## config.mk

```make
export PLATFORM = sky130hd
export DESIGN_NAME = bin2bcd_seq
export DESIGN_NICKNAME = d
export VERILOG_FILES = /design/src/rtl/bin2bcd_seq.sv
export SDC_FILE = /design/constraint.sdc
export NUM_CORES = 1
export LEC_CHECK = 0
export CAP_MARGIN = 40
export CORE_ASPECT_RATIO = 1.25
export CORE_UTILIZATION = 47
export CTS_CLUSTER_DIAMETER = 60
export DETAILED_ROUTE_END_ITERATION = 12
export PLACE_DENSITY_LB_ADDON = 0.1
export SLEW_MARGIN = 20
export SYNTH_ARGS = -nofsm -noshare
export SYNTH_HDL_FRONTEND = slang
export SYNTH_SLANG_ARGS = --single-unit
```

## constraint.sdc

```tcl
create_clock -name clk -period 1.5 [get_ports clk]
set_clock_uncertainty 0.1 [all_clocks]
set_input_delay 0.3 -clock clk [delete_from_list [all_inputs] [get_ports clk]]
set_output_delay 0.3 -clock clk [all_outputs]
set_load 0.02 [all_outputs]
```

## src/rtl/bin2bcd_seq.sv

```systemverilog
// Sequential double-dabble binary-to-BCD converter, one input bit per clock.
// Define BIN2BCD_SIGNED_EN to treat bin as two's complement and report sign.
module bin2bcd_seq #(
    parameter int WIDTH  = 8,
    parameter int DIGITS = 3
) (
    input  logic                  clk,
    input  logic                  reset,
    input  logic                  start,
    input  logic [WIDTH-1:0]      bin,
    output logic                  busy,
    output logic                  done,
    output logic [4*DIGITS-1:0]   bcd,
    output logic                  sign
);

    localparam int CNT_W = $clog2(WIDTH + 1);

    typedef enum logic {
        IDLE,
        SHIFT
    } state_t;

    state_t                    state_q, state_d;
    logic [WIDTH-1:0]          sh_q, sh_d;
    logic [4*DIGITS-1:0]       dig_q, dig_d;
    logic [4*DIGITS-1:0]       bcd_q, bcd_d;
    logic [CNT_W-1:0]          cnt_q, cnt_d;
    logic                      done_q, done_d;
    logic [4*DIGITS-1:0]       corr;
    logic [4*DIGITS+WIDTH-1:0] shifted;
    logic [WIDTH-1:0]          load_val;

`ifdef BIN2BCD_SIGNED_EN
    logic sign_q, sign_d;
    logic pend_q, pend_d;

    // Most-negative input negates to itself, which reads correctly as unsigned 2^(WIDTH-1).
    assign load_val = bin[WIDTH-1] ? ((~bin) + {{(WIDTH-1){1'b0}}, 1'b1}) : bin;
    assign sign     = sign_q;
`else
    assign load_val = bin;
    assign sign     = 1'b0;
`endif

    always_comb begin
        corr = dig_q;
        for (int unsigned i = 0; i < DIGITS; i++) begin
            if (dig_q[4*i +: 4] >= 4'd5)
                corr[4*i +: 4] = dig_q[4*i +: 4] + 4'd3;
        end
        shifted = {corr, sh_q} << 1;
    end

    always_comb begin
        state_d = state_q;
        sh_d    = sh_q;
        dig_d   = dig_q;
        bcd_d   = bcd_q;
        cnt_d   = cnt_q;
        done_d  = 1'b0;
`ifdef BIN2BCD_SIGNED_EN
        sign_d  = sign_q;
        pend_d  = pend_q;
`endif
        case (state_q)
            IDLE: begin
                if (start) begin
                    sh_d    = load_val;
                    dig_d   = '0;
                    cnt_d   = CNT_W'(WIDTH);
                    state_d = SHIFT;
`ifdef BIN2BCD_SIGNED_EN
                    pend_d  = bin[WIDTH-1];
`endif
                end
            end
            SHIFT: begin
                dig_d = shifted[4*DIGITS+WIDTH-1:WIDTH];
                sh_d  = shifted[WIDTH-1:0];
                cnt_d = cnt_q - CNT_W'(1);
                if (cnt_q == CNT_W'(1)) begin
                    bcd_d   = shifted[4*DIGITS+WIDTH-1:WIDTH];
                    done_d  = 1'b1;
                    state_d = IDLE;
`ifdef BIN2BCD_SIGNED_EN
                    sign_d  = pend_q;
`endif
                end
            end
            default: state_d = IDLE;
        endcase
    end

    always_ff @(posedge clk) begin
        if (reset) begin
            state_q <= IDLE;
            sh_q    <= '0;
            dig_q   <= '0;
            bcd_q   <= '0;
            cnt_q   <= '0;
            done_q  <= 1'b0;
`ifdef BIN2BCD_SIGNED_EN
            sign_q  <= 1'b0;
            pend_q  <= 1'b0;
`endif
        end else begin
            state_q <= state_d;
            sh_q    <= sh_d;
            dig_q   <= dig_d;
            bcd_q   <= bcd_d;
            cnt_q   <= cnt_d;
            done_q  <= done_d;
`ifdef BIN2BCD_SIGNED_EN
            sign_q  <= sign_d;
            pend_q  <= pend_d;
`endif
        end
    end

    assign busy = (state_q == SHIFT);
    assign done = done_q;
    assign bcd  = bcd_q;

endmodule

```

* After elaboration in Yosys (flattened, before gate mapping)
Index checks and enable logic that the tools add are counted.
** Word-level totals
- Register bits after elaboration :: 38
- Output and inout bits :: 15
- Word-level logic and storage cells :: 31
** Cells by class
- Add/subtract/negate cells :: 4
- Magnitude comparators :: 3
- Eq/ne operators :: 2
- Mux-type cells :: 13
- Bitwise operators :: 1
- Reduce and logical (&&, ||, !) cells :: 2
** Operators by type and width (count)
- 12-bit case mux with 2 select lines :: 1
- 8-bit case mux with 2 select lines :: 1
- 4-bit by 3-bit greater-or-equal comparator with 1-bit output, second input constant :: 3
- 12-bit 2-to-1 mux :: 1
- 4-bit 2-to-1 mux :: 3
- 4-bit by 2-bit adder with 4-bit output, second input constant :: 2
- 8-bit 2-to-1 mux :: 1
- 4-bit case mux with 2 select lines :: 1
- 4-bit by 1-bit equality test with 1-bit output, second input constant :: 1
- 4-bit by 1-bit subtractor with 4-bit output, second input constant :: 1
- 3-bit by 2-bit adder with 3-bit output, second input constant :: 1
- 1-bit 2-to-1 mux :: 3
- 3-bit 2-to-1 mux :: 1
- 2-bit != test, second input constant :: 1
- 1-bit case mux with 2 select lines :: 1
- 2-bit AND reduction :: 1
- 2-bit OR reduction :: 1
- 1-bit NOT :: 1

* Depth between registers and ports, before layout
- Depth after elaboration :: 3
- Mapped depth :: 8
- Mapped depth without buffers :: 7

* Worst setup path after synthesis
OpenSTA, ideal clock, no wires.
- Path kind :: reg-to-reg
- Start :: register dig_q[8]
- End :: register dig_q[10]
- Library setup time :: 0.069 ns
- Data arrival time :: 1.335 ns
- Path slack :: -0.005 ns
- Cell stages (with the launch flop) :: 7
- Buffers on the path :: 0
- Clock period less this slack :: 1.505 ns
- Cells stage by stage :: dfxtp_1 -> inv_1 -> ha_1 -> nand2b_1 -> a21oi_1 -> mux2_2 -> o21ai_1
** On the way
- Longest elaborated chain between the ends :: 3
- Elaborated cells between the ends (all ways) :: 4
- Classes of those cells :: add/sub: 1; order compare: 1; mux: 2
** Ends and longest elaborated chain
- start: declaration :: line 26 : logic [4*DIGITS-1:0] dig_q, dig_d;
- start signal: assignment :: line 110 : dig_q <= dig_d;
- 4-bit by 3-bit greater-or-equal comparator with 1-bit output / 3-bit by 2-bit adder with 3-bit output (equally long branches) :: line 49, 50
- 3-bit 2-to-1 mux * :: line 49 : if (dig_q[4*i +: 4] >= 4'd5)
- 12-bit case mux with 2 select lines * :: line 66 : case (state_q)
Every way passes the cells marked *; elsewhere a longest branch is shown, timed or not.
A chain may end at the register's enable or synchronous reset.

* Final worst setup path
- Start :: register dig_q[1]
- End :: register dig_q[2]
** On the way
- Longest elaborated chain between the ends :: 3
- Elaborated cells between the ends (all ways) :: 4
- Classes of those cells :: add/sub: 1; order compare: 1; mux: 2
** Ends and longest elaborated chain (line)
- 4-bit by 2-bit adder with 4-bit output / 4-bit by 3-bit greater-or-equal comparator with 1-bit output (equally long branches) :: 50, 49
- 4-bit 2-to-1 mux * :: 49
- 12-bit case mux with 2 select lines * :: 66
Marked as above.

==> flow_summary.toml <==
[run_status]
status = "completed"

[clock_network]
clockRootBuffer = "clkbuf_8"
ctsHoldBuffers = 0
cts.path.max_buffers = 2
clk_pin_slew_ns = 0.07
numCtsBuffers = 5
clk_latency_ns = 0.29
tritoncts = "done"
cts.sinks = 38
cts_max_level = 2

[placed_design]
dp_hpwl_um = 2580
io_buffers = 24
place.gp.congestion = 0.742
pre_cts_slack_ns = -0.173
place_area_um2 = 2110

[logic_synthesis]
synth_edf_count = 0
yosys-top-cells-count = "38 x dfxtp_1, 22 x nor2_1, 18 x a21oi_1, 10 x mux2i_1, 10 x o21ai_1"
synth_most_common_cell = "dfxtp_1"
yosys_warnings = 0
ys_seq_elements = 38
synth_area_um2 = 1700
yosys_most_used_dff = "dfxtp_1"
synth-async-reset-ratio_pct = 0
seq_area_frac_synth_pct = 44.7
synth.distinct_cells = 33
avgSynthCellArea_um2 = 9.25
synth_area_leaders = "dfxtp_1 45%, ha_1 5.9%, mux2i_1 5.9%"
synth.largest_area_cell = "dfxtp_1"
synth_top_area_share_pct = 44.7
synthCells = 184
syn_nets = 203

[global_routing]
grt_pass1_wl_um = 6180
use_met1_pct = 23.5
grt_max_degree = 27
grt_use_met3_pct = 4.66
track_usage_pct = 20.3
grt_overflow = 0
grt_pass1_vias = 1429
grt_busiest_layer = "met2"
antenna_found_initial = 0
met2_usage_pct = 35.2

[sta]
finalSetupViolations = 0
hold_viol = 0
fmax_mhz = 676
finalMaxSlewViolations = 0
setup_ws_ns = 0.0204
hold_slack_ns = 0.359
post-route-min-period_ns = 1.48
timing.final.crit_share_pct = 98.6
setup_tns_ns = 0
rsz0062_at_grt = "yes"

[floorplan]
die_h_um = 69.3
start_util_pct = 48.9
die_area_um2 = 3870
io_pins = 26
rows = 24
die_w_um = 55.8
coreArea_um2 = 3480

[cells_and_area]
regArea_um2 = 773
design_area_um2 = 2440
nets = 250
antenna_cells = 0
drive_gt1_share_pct = 32.9
area_growth_pct = 43.4
multi_input_area_um2 = 1040
num-fill-cells = 266

[worst_setup_path]
cp.required_ns = 1.58
startpoint_type = "flip-flop"
critPathKind = "reg -> reg"
end_kind = "flip-flop"
cp_max_fo = 3
worstPathArrival_ns = 1.56

[routing]
drt_wl_total_um = 3760
drtIter0Drc = 31
route.detailed.drc = 0
vias = 1451
via_per_inst = 5.37
antenna_left = 0
wl_per_cell_um = 13.9
dr.pass1.iters = 4

[power]
max-vdd-ir-drop_mv = 0.687
p_leak_nw = 1.02
seq_power_share_pct = 54.3
switchingPower_w = 0.000479
switching_share_pct = 24.5
intPower_w = 0.00147
clkPwrFrac_pct = 33.5
p_total_w = 0.00195
combPwrFrac_pct = 12.3
p_per_area_nw_per_um2 = 800

[worst_hold_path]
hp-class = "reg -> reg"

[flow_run]
cap_violations = 0
[critical path: stages (launching register included)]
cell      delay, ns
dfxtp_2        0.35
inv_4          0.05
ha_4           0.15
nand2b_4       0.13
a21o_1         0.20
mux2i_2        0.18
a32o_1         0.20
[layout by cell type, fill, tap and decap left out, drive strengths merged, types with 2 or more instances in the layout]
master         count
ha                 8
o2bb2ai            9
a21o               2
a22o               3
nor3b              5
clkdlybuf4s50      9
inv               10
nand2b             6
dfxtp             38
o21ai             12
dlygate4sd2       13
a32o               2
nand3              9
buf               26
xnor2              3
mux2i             10
a21oi             18
mux2               2
nor3               8
clkbuf             7
nor2              23
[routing by layer]
| metal | routed length (um) | vias to the layer above | share of wire, % |
|---|---|---|---|
| met2 | 1980 | 26 | 53 |
| met3 | 118 | 10 | 3.1 |
| met5 | 0 | - | 0 |
| met4 | 97 | 0 | 2.6 |
| met1 | 1570 | 677 | 42 |
| li1 | - | 738 | - |
[stage by stage]
stage                     cells  util [%]
after detailed placement    259      60.5
final                       270      70.0
after global routing        270      70.0
after CTS                   267      63.1
after floorplan             184         -
after global placement      259      60.5
[worst paths after layout]
kind,from,endpoint,slack [ns],cells after the start
worst max-delay path,dig_q[1]$_SDFFE_PP0P_,dig_q[2]$_SDFFE_PP0P_,0.02,6
worst min-delay path,bcd[11]$_SDFFE_PP0P_,bcd[11]$_SDFFE_PP0P_,0.36,1
worst max register to register,dig_q[1]$_SDFFE_PP0P_,dig_q[2]$_SDFFE_PP0P_,0.02,6
worst min register to register,bcd[11]$_SDFFE_PP0P_,bcd[11]$_SDFFE_PP0P_,0.36,1
[power by group through the flow]
stage / combinational, W / sequential, W / clock, W
5_1_grt: 0.000267 / 0.00106 / 0.000710
6_report: 0.000239 / 0.00106 / 0.000654
3_3_place_gp: 0.000206 / 0.00107 / 0
4_1_cts: 0.000213 / 0.00105 / 0.000671
3_5_place_dp: 0.000213 / 0.00108 / 0
2_1_floorplan: 0.000129 / 0.00108 / 0
[timing repair]
item / 4_1_cts / 5_1_grt
endpoints found under the setup margin: 24 / 21
setup buffers: 1 / 4
pin swaps: 4 / 10
gates resized for setup: 23 / 52
gates cloned: 0 / 0
[final cells by class]
type,count,share of cell area (%)
Clock buffer,7,3.13
Inverter,10,1.95
Multi-Input combinational cell,126,42.7
Sequential cell,38,31.7
Tap cell,39,2.00
Timing Repair Buffer,50,18.6
[kinds of logic (layout without fill, tap and decap cells)]
logic type	Yosys count	count (layout)	synth area share, %
muxes	12	12	7.43
xor gates and xnor gates	3	3	1.54
other	1	1	0.220
and+or+nand+nor	53	53	15.6
AOI/OAI and AO/OA	49	49	19.3
DFF	38	38	44.7
buffers and inverters	20	67	5.37
adders and majority gates	8	8	5.88
[state kept, by name, indices dropped and copies added (netlist names)]
signal / cells
bcd: 12
busy: 1
cnt_q: 4
dig_q: 12
done: 1
sh_q: 8
Note: power is estimated with default switching activity, not from simulation.
